===== config.mk =====
export PLATFORM = sky130hd
export DESIGN_NAME = node_phase_ctrl_flat
export DESIGN_NICKNAME = d
export VERILOG_FILES = /design/src/rtl/node_pkg.sv /design/src/rtl/node_phase_ctrl_if.sv /design/src/rtl/tdma_slot_counter.sv /design/src/rtl/node_phase_ctrl.sv /design/src/flat_wrapper.sv
export SDC_FILE = /design/constraint.sdc
export NUM_CORES = 1
export LEC_CHECK = 0
export CAP_MARGIN = 20
export CORE_UTILIZATION = 33
export CTS_BUF_LIST = sky130_fd_sc_hd__clkbuf_8
export DETAILED_ROUTE_END_ITERATION = 6
export MAX_ROUTING_LAYER = met4
export PLACE_DENSITY = 0.6
export SLEW_MARGIN = 40
export SYNTH_ARGS = -nofsm -noshare
export SYNTH_HDL_FRONTEND = slang
export SYNTH_SLANG_ARGS = --single-unit

===== constraint.sdc =====
create_clock -name clk -period 2.1 [get_ports clk]
set_clock_uncertainty 0.1 [all_clocks]
set_input_delay 0.525 -clock clk [delete_from_list [all_inputs] [get_ports clk]]
set_output_delay 0.525 -clock clk [all_outputs]
set_load 0.05 [all_outputs]

===== src/rtl/node_pkg.sv =====
// Shared definitions for the node protocol sequencer: packet type codes and FSM state encodings.
package node_pkg;

    localparam logic [2:0] PKT_HB   = 3'b000;
    localparam logic [2:0] PKT_CH   = 3'b001;
    localparam logic [2:0] PKT_SLOT = 3'b100;
    localparam logic [2:0] PKT_DATA = 3'b101;
    localparam logic [2:0] PKT_NONE = 3'b111;

    typedef enum logic [2:0] {
        IDLE      = 3'd0,
        CH_WAIT   = 3'd1,
        ROLE      = 3'd2,
        SLOT_WAIT = 3'd3,
        TDMA      = 3'd4
    } state_e;

endpackage


===== src/rtl/node_phase_ctrl_if.sv =====
// Parsed-packet handshake between the RX parser (master) and the phase controller (slave).
interface node_phase_ctrl_if #(
    parameter int unsigned SLOT_W = 16
);

    logic              pkt_valid;
    logic              pkt_ready;
    logic [2:0]        pkt_type;
    logic [SLOT_W-1:0] pkt_slot;

    modport master (output pkt_valid, output pkt_type, output pkt_slot, input pkt_ready);
    modport slave  (input pkt_valid, input pkt_type, input pkt_slot, output pkt_ready);

endinterface


===== src/rtl/tdma_slot_counter.sv =====
// TDMA slot/frame counter: advances on slot ticks while running, flags the own slot one cycle
// after the tick that reaches it, and reports the wrap that completes the round.
module tdma_slot_counter #(
    parameter int unsigned SLOT_W           = 16,
    parameter int unsigned NUM_SLOTS        = 16,
    parameter int unsigned FRAMES_PER_ROUND = 4,
    localparam int unsigned FRAME_W         = $clog2(FRAMES_PER_ROUND + 1)
) (
    input  logic              clk,
    input  logic              nrst,
    input  logic              run,
    input  logic              tick,
    input  logic              low_E,
    input  logic [SLOT_W-1:0] my_slot,
    output logic              tx_req,
    output logic              lowE_skip,
    output logic              round_end
);

    logic [SLOT_W-1:0]  slot_q, slot_d, slot_inc;
    logic [FRAME_W-1:0] frame_q, frame_d;
    logic               tx_q, tx_d, skip_q, skip_d;
    logic               wrap, own;

    assign wrap      = run && tick && (slot_q == SLOT_W'(NUM_SLOTS - 1));
    assign round_end = wrap && (frame_q == FRAME_W'(FRAMES_PER_ROUND - 1));
    assign slot_inc  = wrap ? '0 : slot_q + 1'b1;
    assign own       = (slot_inc == my_slot);

    always_comb begin
        slot_d  = slot_q;
        frame_d = frame_q;
        tx_d    = 1'b0;
        skip_d  = 1'b0;
        // Held at zero outside TDMA so every entry starts from slot 0, frame 0
        if (!run || round_end) begin
            slot_d  = '0;
            frame_d = '0;
        end else if (tick) begin
            slot_d = slot_inc;
            if (wrap) begin
                frame_d = frame_q + 1'b1;
            end
            tx_d   = own && !low_E;
            skip_d = own && low_E;
        end
    end

    always_ff @(posedge clk) begin
        if (!nrst) begin
            slot_q  <= '0;
            frame_q <= '0;
            tx_q    <= 1'b0;
            skip_q  <= 1'b0;
        end else begin
            slot_q  <= slot_d;
            frame_q <= frame_d;
            tx_q    <= tx_d;
            skip_q  <= skip_d;
        end
    end

    assign tx_req    = tx_q;
    assign lowE_skip = skip_q;

endmodule


===== src/rtl/node_phase_ctrl.sv =====
// Per-node protocol sequencer: filters parsed packets per setup phase, forwards legal ones to
// myNodeInfo as a one-cycle strobe, then runs the TDMA round.
module node_phase_ctrl
    import node_pkg::*;
#(
    parameter int unsigned SLOT_W           = 16,
    parameter int unsigned NUM_SLOTS        = 16,
    parameter int unsigned FRAMES_PER_ROUND = 4,
    parameter int unsigned SETUP_TIMEOUT    = 1024
) (
    input  logic             clk,
    input  logic             nrst,
    node_phase_ctrl_if.slave pkt,
    input  logic             slot_tick,
    input  logic             role,
    input  logic             low_E,
    output logic             en_MNI,
    output logic [2:0]       fPktType,
    output logic             tx_req,
    output logic             lowE_skip,
    output logic             round_done,
    output logic             setup_fail,
    output logic [2:0]       state
);

    localparam int unsigned TIMER_W = $clog2(SETUP_TIMEOUT);

    state_e             state_q, state_d;
    logic [TIMER_W-1:0] timer_q, timer_d;
    logic [SLOT_W-1:0]  my_slot_q, my_slot_d;
    logic               fwd_q, fwd_d;
    logic [2:0]         type_q, type_d;
    logic               done_q, done_d, fail_q, fail_d;
    logic               ready, accept, timeout, round_end;

    // Ready drops while myNodeInfo digests the CH strobe, so packets come at most every 2 cycles
    assign ready         = nrst && !(fwd_q && (state_q == ROLE));
    assign pkt.pkt_ready = ready;
    assign accept        = pkt.pkt_valid && ready;
    assign timeout       = (timer_q == TIMER_W'(SETUP_TIMEOUT - 1));

    always_comb begin
        state_d   = state_q;
        timer_d   = timer_q;
        my_slot_d = my_slot_q;
        fwd_d     = 1'b0;
        type_d    = PKT_NONE;
        done_d    = 1'b0;
        fail_d    = 1'b0;
        unique case (state_q)
            IDLE: begin
                if (accept && (pkt.pkt_type == PKT_HB)) begin
                    fwd_d   = 1'b1;
                    type_d  = PKT_HB;
                    timer_d = '0;
                    state_d = CH_WAIT;
                end
            end
            CH_WAIT: begin
                if (accept && (pkt.pkt_type == PKT_CH)) begin
                    fwd_d   = 1'b1;
                    type_d  = PKT_CH;
                    timer_d = '0;
                    state_d = ROLE;
                end else if (timeout) begin
                    fail_d  = 1'b1;
                    state_d = IDLE;
                end else begin
                    timer_d = timer_q + 1'b1;
                end
            end
            ROLE: begin
                // Timer bit 0 counts the two cycles myNodeInfo needs to register the role
                if (timer_q[0]) begin
                    if (role) begin
                        my_slot_d = '0;
                        state_d   = TDMA;
                    end else begin
                        timer_d = '0;
                        state_d = SLOT_WAIT;
                    end
                end else begin
                    timer_d = timer_q + 1'b1;
                end
            end
            SLOT_WAIT: begin
                if (accept && (pkt.pkt_type == PKT_SLOT)) begin
                    if (pkt.pkt_slot < SLOT_W'(NUM_SLOTS)) begin
                        fwd_d     = 1'b1;
                        type_d    = PKT_SLOT;
                        my_slot_d = pkt.pkt_slot;
                        state_d   = TDMA;
                    end else begin
                        fail_d  = 1'b1;
                        state_d = IDLE;
                    end
                end else if (timeout) begin
                    fail_d  = 1'b1;
                    state_d = IDLE;
                end else begin
                    timer_d = timer_q + 1'b1;
                end
            end
            TDMA: begin
                if (accept && (pkt.pkt_type == PKT_DATA)) begin
                    fwd_d  = 1'b1;
                    type_d = PKT_DATA;
                end
                if (round_end) begin
                    done_d  = 1'b1;
                    state_d = IDLE;
                end
            end
            default: state_d = IDLE;
        endcase
    end

    always_ff @(posedge clk) begin
        if (!nrst) begin
            state_q   <= IDLE;
            timer_q   <= '0;
            my_slot_q <= '0;
            fwd_q     <= 1'b0;
            type_q    <= PKT_NONE;
            done_q    <= 1'b0;
            fail_q    <= 1'b0;
        end else begin
            state_q   <= state_d;
            timer_q   <= timer_d;
            my_slot_q <= my_slot_d;
            fwd_q     <= fwd_d;
            type_q    <= type_d;
            done_q    <= done_d;
            fail_q    <= fail_d;
        end
    end

    tdma_slot_counter #(
        .SLOT_W          (SLOT_W),
        .NUM_SLOTS       (NUM_SLOTS),
        .FRAMES_PER_ROUND(FRAMES_PER_ROUND)
    ) u_slot_counter (
        .clk      (clk),
        .nrst     (nrst),
        .run      (state_q == TDMA),
        .tick     (slot_tick),
        .low_E    (low_E),
        .my_slot  (my_slot_q),
        .tx_req   (tx_req),
        .lowE_skip(lowE_skip),
        .round_end(round_end)
    );

    assign en_MNI     = fwd_q;
    assign fPktType   = type_q;
    assign round_done = done_q;
    assign setup_fail = fail_q;
    assign state      = state_q;

endmodule


===== src/flat_wrapper.sv =====
// flat-port wrapper written by rule: the top's interface ports become plain ports
module node_phase_ctrl_flat import node_pkg::*;
#(
    parameter int unsigned SLOT_W           = 16,
    parameter int unsigned NUM_SLOTS        = 16,
    parameter int unsigned FRAMES_PER_ROUND = 4,
    parameter int unsigned SETUP_TIMEOUT    = 1024
)
  (clk, nrst, slot_tick, role, low_E, en_MNI, fPktType, tx_req, lowE_skip, round_done, setup_fail, state, pkt_pkt_valid, pkt_pkt_type, pkt_pkt_slot, pkt_pkt_ready);
  node_phase_ctrl_if #(.SLOT_W(SLOT_W)) pkt_i ();
  input  logic clk;
  input  logic nrst;
  input  logic slot_tick;
  input  logic role;
  input  logic low_E;
  output logic en_MNI;
  output logic [2:0] fPktType;
  output logic tx_req;
  output logic lowE_skip;
  output logic round_done;
  output logic setup_fail;
  output logic [2:0] state;
  input wire logic [$bits(pkt_i.pkt_valid)-1:0] pkt_pkt_valid;
  input wire logic [$bits(pkt_i.pkt_type)-1:0] pkt_pkt_type;
  input wire logic [$bits(pkt_i.pkt_slot)-1:0] pkt_pkt_slot;
  output wire logic [$bits(pkt_i.pkt_ready)-1:0] pkt_pkt_ready;
  assign pkt_i.pkt_valid = pkt_pkt_valid;
  assign pkt_i.pkt_type = pkt_pkt_type;
  assign pkt_i.pkt_slot = pkt_pkt_slot;
  assign pkt_pkt_ready = pkt_i.pkt_ready;
  node_phase_ctrl #(.SLOT_W(SLOT_W), .NUM_SLOTS(NUM_SLOTS), .FRAMES_PER_ROUND(FRAMES_PER_ROUND), .SETUP_TIMEOUT(SETUP_TIMEOUT)) u_core (.clk(clk), .nrst(nrst), .pkt(pkt_i), .slot_tick(slot_tick), .role(role), .low_E(low_E), .en_MNI(en_MNI), .fPktType(fPktType), .tx_req(tx_req), .lowE_skip(lowE_skip), .round_done(round_done), .setup_fail(setup_fail), .state(state));
endmodule

Word level (Yosys, flattened, before mapping)
Index checks and enable logic that the tools add are counted.
{ "op_classes": {"n_lt_le_gt_ge": 1, "div": 0, "add_sub_neg": 3, "n_reduce_logical": 28, "n_shift": 0, "n_mux": 40, "n_bitwise": 2, "eq_ne": 19, "mul": 0} }
{ "op_table": {"columns": ["operator", "count"], "rows": [
  ["16-bit two-way mux", 5],
  ["10-bit two-way mux", 6],
  ["10-bit case mux with 4 select lines", 1],
  ["3-bit two-way mux", 11],
  ["16-bit case mux with 2 select lines", 1],
  ["16-bit by 1-bit adder with 16-bit output, second input constant", 1],
  ["16-bit equality test", 1],
  ["16-bit by 4-bit equality test with 1-bit output, second input constant", 1],
  ["16-bit by 5-bit < comparator with 1-bit output, second input constant", 1],
  ["3-bit case mux with 5 select lines", 1],
  ["1-bit logical AND", 12],
  ["3-bit case mux with 4 select lines", 1],
  ["10-bit by 1-bit adder with 10-bit output, second input constant", 1],
  ["10-bit equality test, second input constant", 1],
  ["1-bit two-way mux", 10],
  ["2-bit by 1-bit inequality test with 1-bit output, second input constant", 5],
  ["3-bit by 2-bit equality test with 1-bit output, second input constant", 3],
  ["3-bit equality test, second input constant", 3],
  ["3-bit by 1-bit equality test with 1-bit output, second input constant", 2],
  ["3-bit logical NOT", 2],
  ["3-bit AND reduction", 2],
  ["5-bit AND reduction", 1],
  ["2-bit two-way mux", 2],
  ["2-bit inequality test, second input constant", 2],
  ["other kinds (13)", 17]
]} }
{ "word_totals": {"output_inout_bits": 12, "n_memories": 0, "ff_bits": 56, "latch_bits": 0, "rom_bits": 0, "ramBits": 0} }

Logic depth before layout (Yosys ltp)
Gate-level depths: netlist of the first run.
{ "logic_depth": {"word_depth": 8, "mapped_depth": 8, "mapped_depth_nobuf": 7} }

Hierarchy
A second synthesis of the first run with hierarchy kept.
{ "hier_totals": {"cells_unflattened": 435, "area_unflattened_um2": 3498.4} }
{ "by_module_without_submodules": {"columns": ["module", "cells_per_inst", "instances", "area_per_inst_um2"], "rows": [
  ["node_phase_ctrl", 219, 1, 1856.8],
  ["tdma_slot_counter", 216, 1, 1641.6]
]} }

Worst setup path after synthesis of the first run
No wires, ideal clock.
{ "synth_timing": {"kind": "reg2out", "from": "register u_core.state_q[1] (netlist: u_core.state[1])", "to": "output pkt_pkt_ready", "n_path_buf": 1, "arrival_ns": 1.794, "path_stages_with_launch": 5, "slack_ns": -0.319, "required_ns": 1.475, "path_cell_list": "dfxtp_1 > buf_2 > nor3b_1 > nand2_1 > and2_1"} }
{ "synth_via": {"elab_chain_cells": 4} }
{ "synth_rtl": {"columns": ["element", "line", "text"], "rows": [
  ["from (decl)", "node_phase_ctrl.sv:28", "state_e state_q, state_d;"],
  ["from (signal assigned)", "node_phase_ctrl.sv:128", "state_q <= state_d;"],
  ["3-bit by 2-bit equality test with 1-bit output", "node_phase_ctrl.sv:37", "assign ready = nrst && !(fwd_q && (state_q == ROLE));"],
  ["1-bit logical AND", "node_phase_ctrl.sv:37", null],
  ["1-bit logical NOT", "node_phase_ctrl.sv:37", null],
  ["1-bit logical AND", "node_phase_ctrl.sv:37", null],
  ["to (decl)", "flat_wrapper.sv:26", "output wire logic [$bits(pkt_i.pkt_ready)-1:0] pkt_pkt_ready;"]
]} }
No other way between the ends.

Worst setup path in the final report of the first run
{ "layout_timing": {"from": "register u_core.u_slot_counter.slot_q[7]", "to": "register u_core.u_slot_counter.skip_q (netlist: u_core.u_slot_counter.lowE_skip)"} }
{ "layout_via": {"elab_chain_cells": 5, "word_cells_on_any_way": 9} }
{ "layout_rtl": {"columns": ["element", "line", "text"], "rows": [
  ["from (decl)", "tdma_slot_counter.sv:20", "logic [SLOT_W-1:0] slot_q, slot_d, slot_inc;"],
  ["from (signal assigned)", "tdma_slot_counter.sv:56", "slot_q <= slot_d;"],
  ["parallel branches: the longest is 5 deep, another holds 16-bit by 1-bit adder with 16-bit output", null, null],
  ["to (signal assigned)", "tdma_slot_counter.sv:59", "skip_q <= skip_d;"],
  ["to (decl)", "tdma_slot_counter.sv:22", "logic tx_q, tx_d, skip_q, skip_d;"]
]} }
Parallel ways; which one is timed is not known.
A chain may end at the register's enable or synchronous reset.

==> reports/metrics.csv, run 1 <==
metric,value,unit
leading area contributor after synthesis,dfxtp_1,
top post-synthesis cells by area,"dfxtp_1, xnor2_1, nor2_1, xor2_1, nand2_1",
Hold Crit Depth,2,
Internal Power,0.00138,W
placed standard-cell area,4060,um2
Synth top area share,35.4,%
core area,9280,um2
Routed Antenna Nets,0,
CTS H-Tree Depth,2,
Syn Inst Count,391,
asr flop ratio synth,0,%
Critical Setup Path Class,reg -> reg,
CTS tree,built,
Synth Area in Simple Gates,31.6,%
largest family of logic cells by synthesized area,simple AND/OR/NAND/NOR gates,
R2R depth,6,
power per cell area,419,nW/um2
vias,3165,
min-delay worst type,reg -> reg,
worst slew pin tran,0.501,ns
first-pass GRT wire length,14200,um
mux share of post-synthesis cell area,0.671,%
# rows,35,
reg2reg setup slack,-0.02,ns
Synth Area in Adders,1.97,%
synth unique cells,59,
Clock Pin Slew Worst Setup and Hold Paths,0.11,ns
Clock Path Buffers,2,
die area,10000,um2
Iteration-0 DRC Markers,98,
switching share of power,24.4,%
"EDFF count, synth",0,
Final Hold Viols,0,
GRT Overall Usage,18.2,%
Finished Cell Area,4370,um2
initial antenna violation count,0,
diode count,0,
total grt overflow,0,
top-count cell post-synth,dfxtp_1,
register area share after synthesis,35.4,%
Die X,100,um
crit-path max FO,4,
maximum vdd drop,258,uV
max_slew headroom,66.5,%
share of layout cells above drive strength 1,26.5,%
first drt pass iteration count,5,
xor/xnor cell area share of the yosys netlist,10.5,%
# hold bufs at CTS,0,
Final Cycle Share,101,%
clock power share,33.9,%
Pwr Total,0.00183,W
Leak,1.81,nW
crit path DAT,2.27,ns
post-DP HPWL,6440,um
FMAX,0.473,GHz
Via-to-Cell Ratio,5.20,
failing checks,negative setup slack,
Sw Pwr,0.000447,W
vias in the first global route,3011,
"Avg Cell Area, Syn",8.10,um2
Slew Limit Fails,0,
Mapped Area,3170,um2
Die H,100,um
clk_lat worst skew,0.32,ns
most used flip-flop cell after synthesis,dfxtp_1,
type of origin of the critical path,flip-flop,
Area growth syn-to-layout,37.8,%
Yosys reg bits,56,
pre-CTS setup slack,-0.503,ns
combinational cell fraction of total power,7.9,%
routability cong.,0.935,
run status,finished with violations,
Syn. warnings,0,
slack of the critical path,-0.0156,ns
Initial Util,34.1,%
WL per Instance,14.1,um
CTS buffer count,5,
max-cap violation count,0,
Root Buffer,clkbuf_8,
RSZ-0062 raised after global routing,true,
Synth Area in Compound Gates,15.4,%
Synthesized Nets,421,
CP Capture Type,flip-flop,
largest net degree at the start of global routing,21,
# DRC,0,
sequential share of power,58.2,%
WP data required,2.25,ns
Nets,509,
synth cell count leaders,"dfxtp_1, nor2_1, nand2_1, xnor2_1, a21oi_1",
final wirelength,8620,um
I/O pin cnt,37,
IO buf count,36,
min Tclk post-route,2.12,ns
clk sinks,56,
# setup viols final,2,
## flip-flops by register name, summed over array words and instances (netlist names)
register and flops:
u_core.my_slot_q 16, u_core.u_slot_counter.lowE_skip 1, u_core.en_MNI 1, u_core.timer_q 10, u_core.state 3, u_core.u_slot_counter.tx_req 1, u_core.setup_fail 1, u_core.u_slot_counter.slot_q 16
u_core.round_done 1, u_core.fPktType 3, u_core.u_slot_counter.frame_q 3
## cells by family after synthesis
logic type                 Yosys count
xor gates and xnor gates            38
and+or+nand+nor                    184
DFF                                 56
muxes                                2
AOI/OAI and AO/OA                   74
adders and majority gates            5
buffers and inverters               32
## final timing paths
path                                          from                               end
setup reg to reg   u_core.u_slot_counter.slot_q[7]   u_core.u_slot_counter.lowE_skip
hold reg to reg   u_core.u_slot_counter.frame_q[1]  u_core.u_slot_counter.frame_q[1]
hold / removal    u_core.u_slot_counter.frame_q[1]  u_core.u_slot_counter.frame_q[1]
setup / recovery   u_core.u_slot_counter.slot_q[7]   u_core.u_slot_counter.lowE_skip
## through the flow
stage	std cells	hold WS, ns	utilization (%)	setup TNS, ns
2_1_floorplan	391	0.336	-	-0.0211
3_3_place_gp	595	0.344	43.7	-14.66
3_5_place_dp	595	0.360	43.7	-16.80
4_1_cts	605	0.377	45.5	-0.0110
5_1_grt	609	0.403	47.0	-0.310
6_report	609	0.373	47.0	-0.0239
## worst max-delay path: stages, from the launching register on
cell	delay (ns)
dfxtp_2	0.35
or4_4	0.56
nor3b_4	0.25
a211oi_1	0.16
a2111oi_4	0.24
nand4_1	0.21
nor3_1	0.17
## layout by cell type, fill, tap and decap left out, types with 3 or more instances in the layout
cell             synthesis  final
o21a_1                   3      3
nand4_1                 11     11
a21boi_1                 0      3
clkdlybuf4s50_1          0     15
o21ai_0                 14     11
dfxtp_2                  0      5
dfxtp_1                 56     51
nor3_1                  11     11
buf_6                    1      3
a21oi_1                 21     20
o21ai_1                  1      4
a31oi_1                  6      6
o22a_1                   3      3
xnor2_1                 22     22
buf_4                    1     73
and2_1                   4      3
xor2_1                  16     16
nor2_1                  41     39
and3_1                  19     19
nor4_2                   0      5
a211oi_1                 4      4
nand2b_1                 5      5
or3_1                    5      3
nand3_1                 18     18
inv_1                    7      7
dlymetal6s2s_1           0     13
nand3b_1                 3      3
or2_4                    0      4
nand2_1                 37     36
ha_1                     5      4
clkbuf_8                 0      5
## power by group through the flow
stage / clock [W] / combinational, W / sequential [W]
after floorplan: 0 / 0.0000443 / 0.00110
after global placement: 0 / 0.000138 / 0.00109
after detailed placement: 0 / 0.000140 / 0.00109
after CTS: 0.000635 / 0.000143 / 0.00107
after global routing: 0.000686 / 0.000155 / 0.00107
final: 0.000619 / 0.000144 / 0.00107
## layout make-up
cell class	instances	area [um2]
clock buffers	5	68.8
clock inverters	3	22.5
fillers	941	4920
inverters	7	26.3
multi-input cells	303	2040
flip-flops and latches	56	1130
well taps	129	161
repair buffers	106	923
## metal layers
layer / vias up / wire length [um] / track usage (%)
li1: 1573 / - / -
met1: 1483 / 3850 / 22.7
met2: 88 / 4130 / 30.2
met3: 21 / 446 / 2.72
met4: 0 / 186 / 6.13
met5: - / 0 / -
## repair_timing
| action | 4_1_cts | 5_1_grt |
|---|---|---|
| endpoints found under the setup margin | 17 | 33 |
| gates resized for setup | 17 | 41 |
| gates cloned | 0 | 1 |
| pin swaps | 11 | 20 |
| buffers inserted | 2 | 3 |
No activity file was read; power rests on OpenSTA's default activity.
==> run 2: changes to the inputs <==
- CORE_MARGIN: unset -> 2
==> run 2 against run 1 <==
  * Die area is 4.0% higher
  * Largest cell class unchanged
  * Sequential power about the same
  * Maximum frequency up 0.58%
  * Largest power group unchanged
  * First-iteration DRC count decreased by 36%
  * Setup slack better by 0.012 ns
  * Critical path depth rose by 3
  * Total power fell by 0.36%
  * The run still ends with negative setup slack left
  * Sequential cell count unchanged
==> reports/metrics.csv, run 2 (synthesis gave the netlist of run 1 again) <==
metric,value,unit,change
worst path cell trace,or4_4 -> nor3_4 -> buf_6 -> and3_4 -> buf_6 -> buf_6 -> a2111oi_4 -> nand4_1 -> nor3_1,,
largest net degree at the start of global routing,19,,-9.5%
crit-path max FO,5,,+1
GRT Overall Usage,17.6,%,-0.60 points
Slew Limit Fails,0,,unchanged
I/O pin cnt,37,,unchanged
max_slew headroom,66.5,%,-0.084 points
share of layout cells above drive strength 1,28.3,%,+1.9 points
WL met3,244,um,-45%
Leak,1.75,nW,-3.0%
# rows,35,,unchanged
slack of the critical path,-0.00334,ns,+0.0123 ns
CP dominant cell by count,buf_6,,
Area growth syn-to-layout,39.1,%,
final wirelength,8620,um,about the same
Critical Path Max Stage Delay,0.54,ns,-0.02 ns
Die X,102,um,+2.0%
"most common cell after layout, fill and taps aside",buf_4,,
first drt pass iteration count,4,,-1
CTS buffer count,5,,unchanged
CTS H-Tree Depth,2,,unchanged
Routed Antenna Nets,0,,unchanged
run status,finished with violations,,
# DRC,0,,unchanged
total grt overflow,0,,unchanged
initial antenna violation count,0,,unchanged
WP data required,2.22,ns,-0.03 ns
IO buf count,36,,unchanged
worst slew pin tran,0.502,ns,+0.000505 ns
min-delay worst type,reg -> reg,,
slowest CP cell,or4_4,,
pre-CTS setup slack,-0.478,ns,+0.0256 ns
Die H,102,um,+2.0%
Non-Filler Instances,609,,unchanged
Highest Signal Layer,met4,,
die area,10400,um2,+4.0%
core area,9280,um2,unchanged
Clock Pin Slew Worst Setup and Hold Paths,0.11,ns,about the same
Clock Path Buffers,2,,unchanged
# setup viols final,1,,-1
Largest regs,"u_core.my_slot_q: 16 flops, u_core.u_slot_counter.slot_q: 16 flops, u_core.timer_q: 10 flops",,
Critical Setup Path Class,reg -> reg,,
FMAX,0.475,GHz,+0.58%
post-DP HPWL,6520,um,+1.2%
Nets,509,,unchanged
first-pass GRT wire length,14100,um,-0.82%
DP Cell Count,593,,-0.34%
Final Cycle Share,100,%,-0.58 points
met2 routed WL,4190,um,+1.4%
placed standard-cell area,4050,um2,-0.31%
type of origin of the critical path,flip-flop,,
clk_lat worst skew,0.33,ns,about the same
Root Buffer,clkbuf_8,,
vias,3107,,-1.8%
WL per Instance,14.2,um,about the same
routability cong.,0.916,,-2.1%
Via-to-Cell Ratio,5.10,,-1.8%
vias in the first global route,3062,,+1.7%
Iteration-0 DRC Markers,63,,-36%
CTS tree,built,,
Final Hold Viols,0,,unchanged
RSZ-0062 raised after global routing,true,,
power per cell area,413,nW/um2,-1.3%
Initial Util,34.1,%,unchanged
crit path DAT,2.22,ns,-0.05 ns
maximum vdd drop,233,uV,-9.5%
CP Capture Type,flip-flop,,
Finished Cell Area,4410,um2,+0.97%
most frequent cells in the layout,"buf_4, dfxtp_1, nand2_1, nor2_1, clkdlybuf4s50_1",,
clk sinks,56,,unchanged
min Tclk post-route,2.10,ns,-0.0123 ns
max-cap violation count,0,,unchanged
# hold bufs at CTS,0,,unchanged
Met1 Wirelength,4020,um,+4.3%
failing checks,negative setup slack,,
diode count,0,,unchanged
==> run 2: cell count changes in the layout (fill, tap and decap cells not counted), moves of 3 or more <==
cell / delta
nor4_2: -3
buf_6: +5
dfxtp_1: -6
clkdlybuf4s50_1: +8
dlymetal6s2s_1: -8
buf_4: -6
dfxtp_2: +6
nor3_2: +3
nor3_1: -5
nor4_1: +3
==> run 2: report_power, final <==
group	internal, W	switching [W]	total, W
registers	0.00106	0.00000145	0.00106
clock network	0.000234	0.000372	0.000607
logic	0.0000825	0.0000682	0.000151
==> run 2: final cells by class <==
| cell class | count | area [um2] |
|---|---|---|
| clock inverter | 3 | 17.5 |
| multi-input combinational | 303 | 2080 |
| inverter | 7 | 26.3 |
| clock buffer | 5 | 68.8 |
| fill | 943 | 4880 |
| timing repair buffer | 106 | 923 |
| sequential | 56 | 1130 |
| tap | 129 | 161 |
==> run 2: path summary, 6_finish.rpt <==
kind | endpoint | from | slack (ns) | depth (start not counted)
worst min register to register | u_core.timer_q[9] | u_core.timer_q[9] | 0.38 | 1
worst max register to register | u_core.u_slot_counter.tx_req | u_core.u_slot_counter.slot_q[11] | -0.003 | 9
worst max-delay path | u_core.u_slot_counter.tx_req | u_core.u_slot_counter.slot_q[11] | -0.003 | 9
worst min-delay path | u_core.timer_q[9] | u_core.timer_q[9] | 0.38 | 1
==> run 2: stage by stage <==
stage / TNS [ns] / power (W) / util [%] / hold WS, ns
2_1_floorplan: -0.0211 / 0.00114 / - / 0.336
3_3_place_gp: -13.53 / 0.00123 / 43.6 / 0.346
3_5_place_dp: -15.01 / 0.00123 / 43.6 / 0.358
4_1_cts: -0.0524 / 0.00183 / 45.1 / 0.380
5_1_grt: -0.480 / 0.00190 / 47.5 / 0.395
6_report: -0.00334 / 0.00182 / 47.5 / 0.375
==> run 2: worst max-delay path: cells and delay by family, from the launching register on <==
family                 cells  cell delay [ns]
DFF                        1             0.33
and+or+nand+nor            5             1.17
buffers and inverters      3             0.33
AOI/OAI and AO/OA          1             0.05
==> run 2: timing repair <==
item / in CTS / in global routing
pin swaps: 4 / 17
endpoints found under the setup margin: 10 / 31
setup buffers: 2 / 6
resized for setup: 16 / 46
==> run 2: routing by layer <==
| metal | global-route usage (%) | vias up |
|---|---|---|
| met5 | - | - |
| met4 | 6.36 | 0 |
| met3 | 2.46 | 16 |
| met2 | 29.7 | 47 |
| met1 | 21.5 | 1478 |
| li1 | - | 1566 |
==> RTL change 1 (flow settings as in run 2) <==
`NUM_SLOTS` is set to 16 in 3 places; all go to 8.
--- a/src/rtl/tdma_slot_counter.sv
+++ b/src/rtl/tdma_slot_counter.sv
@@ -2,7 +2,7 @@
 // after the tick that reaches it, and reports the wrap that completes the round.
 module tdma_slot_counter #(
     parameter int unsigned SLOT_W           = 16,
-    parameter int unsigned NUM_SLOTS        = 16,
+    parameter int unsigned NUM_SLOTS        = 8,
     parameter int unsigned FRAMES_PER_ROUND = 4,
     localparam int unsigned FRAME_W         = $clog2(FRAMES_PER_ROUND + 1)
 ) (
--- a/src/rtl/node_phase_ctrl.sv
+++ b/src/rtl/node_phase_ctrl.sv
@@ -4,7 +4,7 @@
     import node_pkg::*;
 #(
     parameter int unsigned SLOT_W           = 16,
-    parameter int unsigned NUM_SLOTS        = 16,
+    parameter int unsigned NUM_SLOTS        = 8,
     parameter int unsigned FRAMES_PER_ROUND = 4,
     parameter int unsigned SETUP_TIMEOUT    = 1024
 ) (
--- a/src/flat_wrapper.sv
+++ b/src/flat_wrapper.sv
@@ -2,7 +2,7 @@
 module node_phase_ctrl_flat import node_pkg::*;
 #(
     parameter int unsigned SLOT_W           = 16,
-    parameter int unsigned NUM_SLOTS        = 16,
+    parameter int unsigned NUM_SLOTS        = 8,
     parameter int unsigned FRAMES_PER_ROUND = 4,
     parameter int unsigned SETUP_TIMEOUT    = 1024
 )
Formal check against the unedited RTL: not equivalent (a bounded check fails within 10 cycles, from zero or initial values and one cycle with nrst low).
==> RTL change 1 against run 2 <==
Total power is 0.53% lower; synthesized area down 2.1%; the run still ends with negative setup slack left; global-route usage fell by 1.0 points; non-clock buffer count is 8 lower; routed wire length shrank 7.2%; final area is 5.3% lower; sequential cell count unchanged; first-iteration DRC count grew 79%; critical path type is now in2reg; sequential share of layout area grew 1.4 points; sequential power barely moved; setup slack worse by 0.0060 ns; core utilization fell by 2.1 points.
==> RTL change 1: results (changes against run 2) <==
wl_met3_microns: 355  # +45%
startpoint: "slot_tick"
vias_per_cell: 5.24  # +2.7%
first_iter_violations: 113  # +79%
critPathMaxStageDelay_ns: 0.50  # -0.04 ns
violations: "negative setup slack"
wire_per_inst_microns: 14.1  # -0.30%
finalMaxSlewViolations: 0  # unchanged
finalSetupViolCount: 1  # unchanged
rr_startpoint: "u_core.u_slot_counter.slot_q[10]"
relSlewSlack_pct: 65.2  # -1.2 points
n_fill_cell: 914  # -3.1%
p_switching_mw: 0.432  # -2.4%
grt_usage_pct: 16.6  # -1.0 points
fin_nets: 485  # -4.7%
hold_depth: 2  # +1
synth_nets: 400  # -5.0%
routed-wl-met2_microns: 3740  # -11%
hp-start: "u_core.timer_q[6]"
slowest_stage: "clkdlybuf4s50_1"
clock_latency_ns: 0.31  # -0.02 ns
cts_made_buffers: 5  # unchanged
wl_met1_microns: 3820  # -4.9%
r2r_cells: 6  # -3
yosysUniqueCellTypes: 64  # +8.5%
layout_top_registers: "u_core.my_slot_q: 16 flops, u_core.u_slot_counter.slot_q: 16 flops, u_core.timer_q: 10 flops"
grt_max_degree: 21  # +2
setup_slack_ns: -0.00938  # -0.00605 ns
tns_ns: -0.00938  # -0.00605 ns
highest_layer: "met4"
antenna_left: 0  # unchanged
final_area_sq_um: 4180  # -5.3%
gp_congestion: 0.927  # +1.3%
dpl.hpwl_microns: 6000  # -8.0%
place_area_sq_um: 3940  # -2.7%
drive_above_1_share_pct: 23.0  # -5.3 points
syn_avg_cell_area_sq_um: 8.38  # +3.4%
grt_pass1_wl_microns: 13300  # -6.1%
layoutNonFillerInstCount: 567  # -6.9%
firstDrtPassIters: 4  # unchanged
hold_class: "reg2reg"
dp.cells: 550  # -7.3%
grt_pass1_vias: 2786  # -9.0%
critical_path.max_fanout: 2  # -3
p_leak_nw: 1.66  # -5.1%
antenna_found_initial: 0  # unchanged
ys_seq_area_share_pct: 36.2  # +0.77 points
vdd_drop_max_mv: 0.308  # +32%
portBuffers: 36  # unchanged
synth_area_leaders: "dfxtp_1 (36%), xnor2_1 (5.9%), nor2_1 (5.0%)"
synthTopCellsByCount: "dfxtp_1 (56), nor2_1 (41), nand2_1 (28), xnor2_1 (21), and3_1 (20)"
clk_pin_slew_worst_paths_ns: 0.11  # about the same
status: "finished with violations"
-- RTL change 1: critical path, delay by kind of cell --
kind,cells,cell delay [ns]
AO/OA/AOI/OAI,1,0.15
buffers and inverters,1,0.50
AND/OR/NAND/NOR,5,1.06
-- RTL change 1: area by class of cell --
class                      count  share of cell area (%)
sequential                    56                    27.1
tap                          111                    3.33
timing repair buffer          98                    20.8
clock inverter                 3                   0.479
inverter                      10                   0.899
multi-input combinational    284                    45.7
clock buffer                   5                    1.65
-- RTL change 1: power groups by stage --
| stage | Combinational, mW | Sequential [mW] | Clock (mW) |
|---|---|---|---|
| final | 0.150 | 1.06 | 0.600 |
| after global routing | 0.162 | 1.06 | 0.661 |
| after CTS | 0.151 | 1.06 | 0.629 |
| after detailed placement | 0.138 | 1.09 | 0 |
| after global placement | 0.137 | 1.09 | 0 |
| after floorplan | 0.0468 | 1.09 | 0 |
-- RTL change 1: layer usage --
metal	vias up	global-route usage (%)
met5	-	-
met4	0	4.37
met3	10	2.91
met2	67	26.7
met1	1396	21.7
li1	1498	-
-- RTL change 1: final timing paths --
path | endpoint | slack, ns
hold / removal | u_core.timer_q[6] | 0.38
setup / recovery | u_core.u_slot_counter.tx_req | -0.009
setup reg to reg | u_core.u_slot_counter.tx_req | -0.009
hold reg to reg | u_core.timer_q[6] | 0.38
-- RTL change 1: repair_timing --
action,CTS,global route
pin swaps,6,8
setup buffers,4,5
resized for setup,15,13
setup endpoints to repair,29,34
gates cloned,1,0
-- RTL change 1: cells by family after synthesis --
kind of cell               Yosys count  synth area share, %
and+or+nand+nor                    179                 32.2
DFF                                 56                 36.2
buffers and inverters               30                 4.40
adders and majority gates            5                 2.02
AOI/OAI and AO/OA                   62                 14.4
muxes                                3                 1.01
xor gates and xnor gates            35                 9.89
-- RTL change 1: metrics by stage --
step                      power [mW]  worst slack (ns)
after global routing            1.89            -0.100
final                           1.81          -0.00938
after detailed placement        1.23            -0.478
after global placement          1.22            -0.433
after floorplan                 1.14           -0.0401
after CTS                       1.84           -0.0348
==> RTL change 2 (settings of run 2) <==
Made on the original files. Reset style: asynchronous (`nrst`), changed in 2 clocked blocks.
--- a/src/rtl/tdma_slot_counter.sv
+++ b/src/rtl/tdma_slot_counter.sv
@@ -46,7 +46,7 @@
         end
     end
 
-    always_ff @(posedge clk) begin
+    always_ff @(posedge clk or negedge nrst) begin
         if (!nrst) begin
             slot_q  <= '0;
             frame_q <= '0;
--- a/src/rtl/node_phase_ctrl.sv
+++ b/src/rtl/node_phase_ctrl.sv
@@ -115,7 +115,7 @@
         endcase
     end
 
-    always_ff @(posedge clk) begin
+    always_ff @(posedge clk or negedge nrst) begin
         if (!nrst) begin
             state_q   <= IDLE;
             timer_q   <= '0;
Behaviour: differs if nrst is asserted again (counterexample within 4 cycles, from zero or initial values and one cycle with nrst low); with nrst held inactive, the same outputs for 10 cycles.
==> RTL change 2 against run 2 <==
The run still ends with negative setup slack left; highest routed layer unchanged; critical path depth is 1 lower; final area is 8.1% higher; routed wire length is 9.1% higher; die area is 9.1% higher; cell count is 2.0% higher; sequential cell count stayed put; setup slack worse by 0.11 ns; synthesized area is 9.4% higher.
Power is not compared: it rests on default switching activity, and its combinational part moved more than twofold at a synthesized area within 25%.
==> RTL change 2: results (changes against run 2) <==
synth_xor_area_share_pct: 8.55  # -2.0 points
violations: "negative setup slack"
r2r_cells: 8  # -1
slowest_stage: "dfrtp_2"
dpl.hpwl_microns: 6930  # +6.4%
syn_avg_cell_area_sq_um: 8.98  # +11%
critPathMaxStageDelay_ns: 0.45  # -0.09 ns
ys_seq_area_share_pct: 40.5  # +5.1 points
grt_usage_pct: 17.0  # -0.57 points
drive_above_1_share_pct: 28.7  # +0.33 points
setup_slack_ns: -0.115  # -0.112 ns
status: "finished with violations"
finalSetupViolCount: 2  # +1
cp-endpoint: "u_core.u_slot_counter.lowE_skip"
synth.area.mux_share_pct: 0.577  # -0.094 points
grt_pass1_vias: 3194  # +4.3%
pre_cts_ws_ns: -0.375  # +0.103 ns
critical_path.max_fanout: 6  # +1
place_area_sq_um: 4390  # +8.5%
synth_flop_cell: "dfrtp_1"
grt_max_degree: 48  # +29
synthTopCellsByCount: "dfrtp_1 (53), nand2_1 (43), nor2_1 (31), o21ai_0 (29), a21oi_1 (19)"
n_fill_cell: 1007  # +6.8%
gp_congestion: 0.869  # -5.1%
worstPathArrival_ns: 2.35  # +0.13 ns
tns_ns: -0.173  # -0.169 ns
grt_pass1_wl_microns: 15200  # +7.5%
RTL change 2: layer usage:
layer,track usage (%),up-vias,wire length [microns],part of all wire [%]
met5,-,-,0,0
met4,3.90,0,126,1.3
met3,2.45,10,313,3.3
met2,28.8,76,4660,50
met1,21.8,1570,4310,46
li1,-,1570,-,-
RTL change 2: timing repair:
item | CTS | global route
setup buffers | 0 | 10
gates resized for setup | 6 | 37
cloned | 0 | 1
setup endpoints to repair | 5 | 25
pin swaps | 1 | 16
RTL change 2: cell type report:
class                           instances  area share, %
Clock buffer                            5           1.44
Clock inverter                          3          0.971
Inverter                                8          0.630
Multi-Input combinational cell        302           43.9
Sequential cell                        56           29.7
Tap cell                              136           3.57
Timing Repair Buffer                  111           19.8
RTL change 2: logic make-up after synthesis:
group,count (synthesis)
fa+ha+maj,5
compound gates,76
flops,56
buf+inv,28
xor+xnor,33
simple gates,186
mux,2
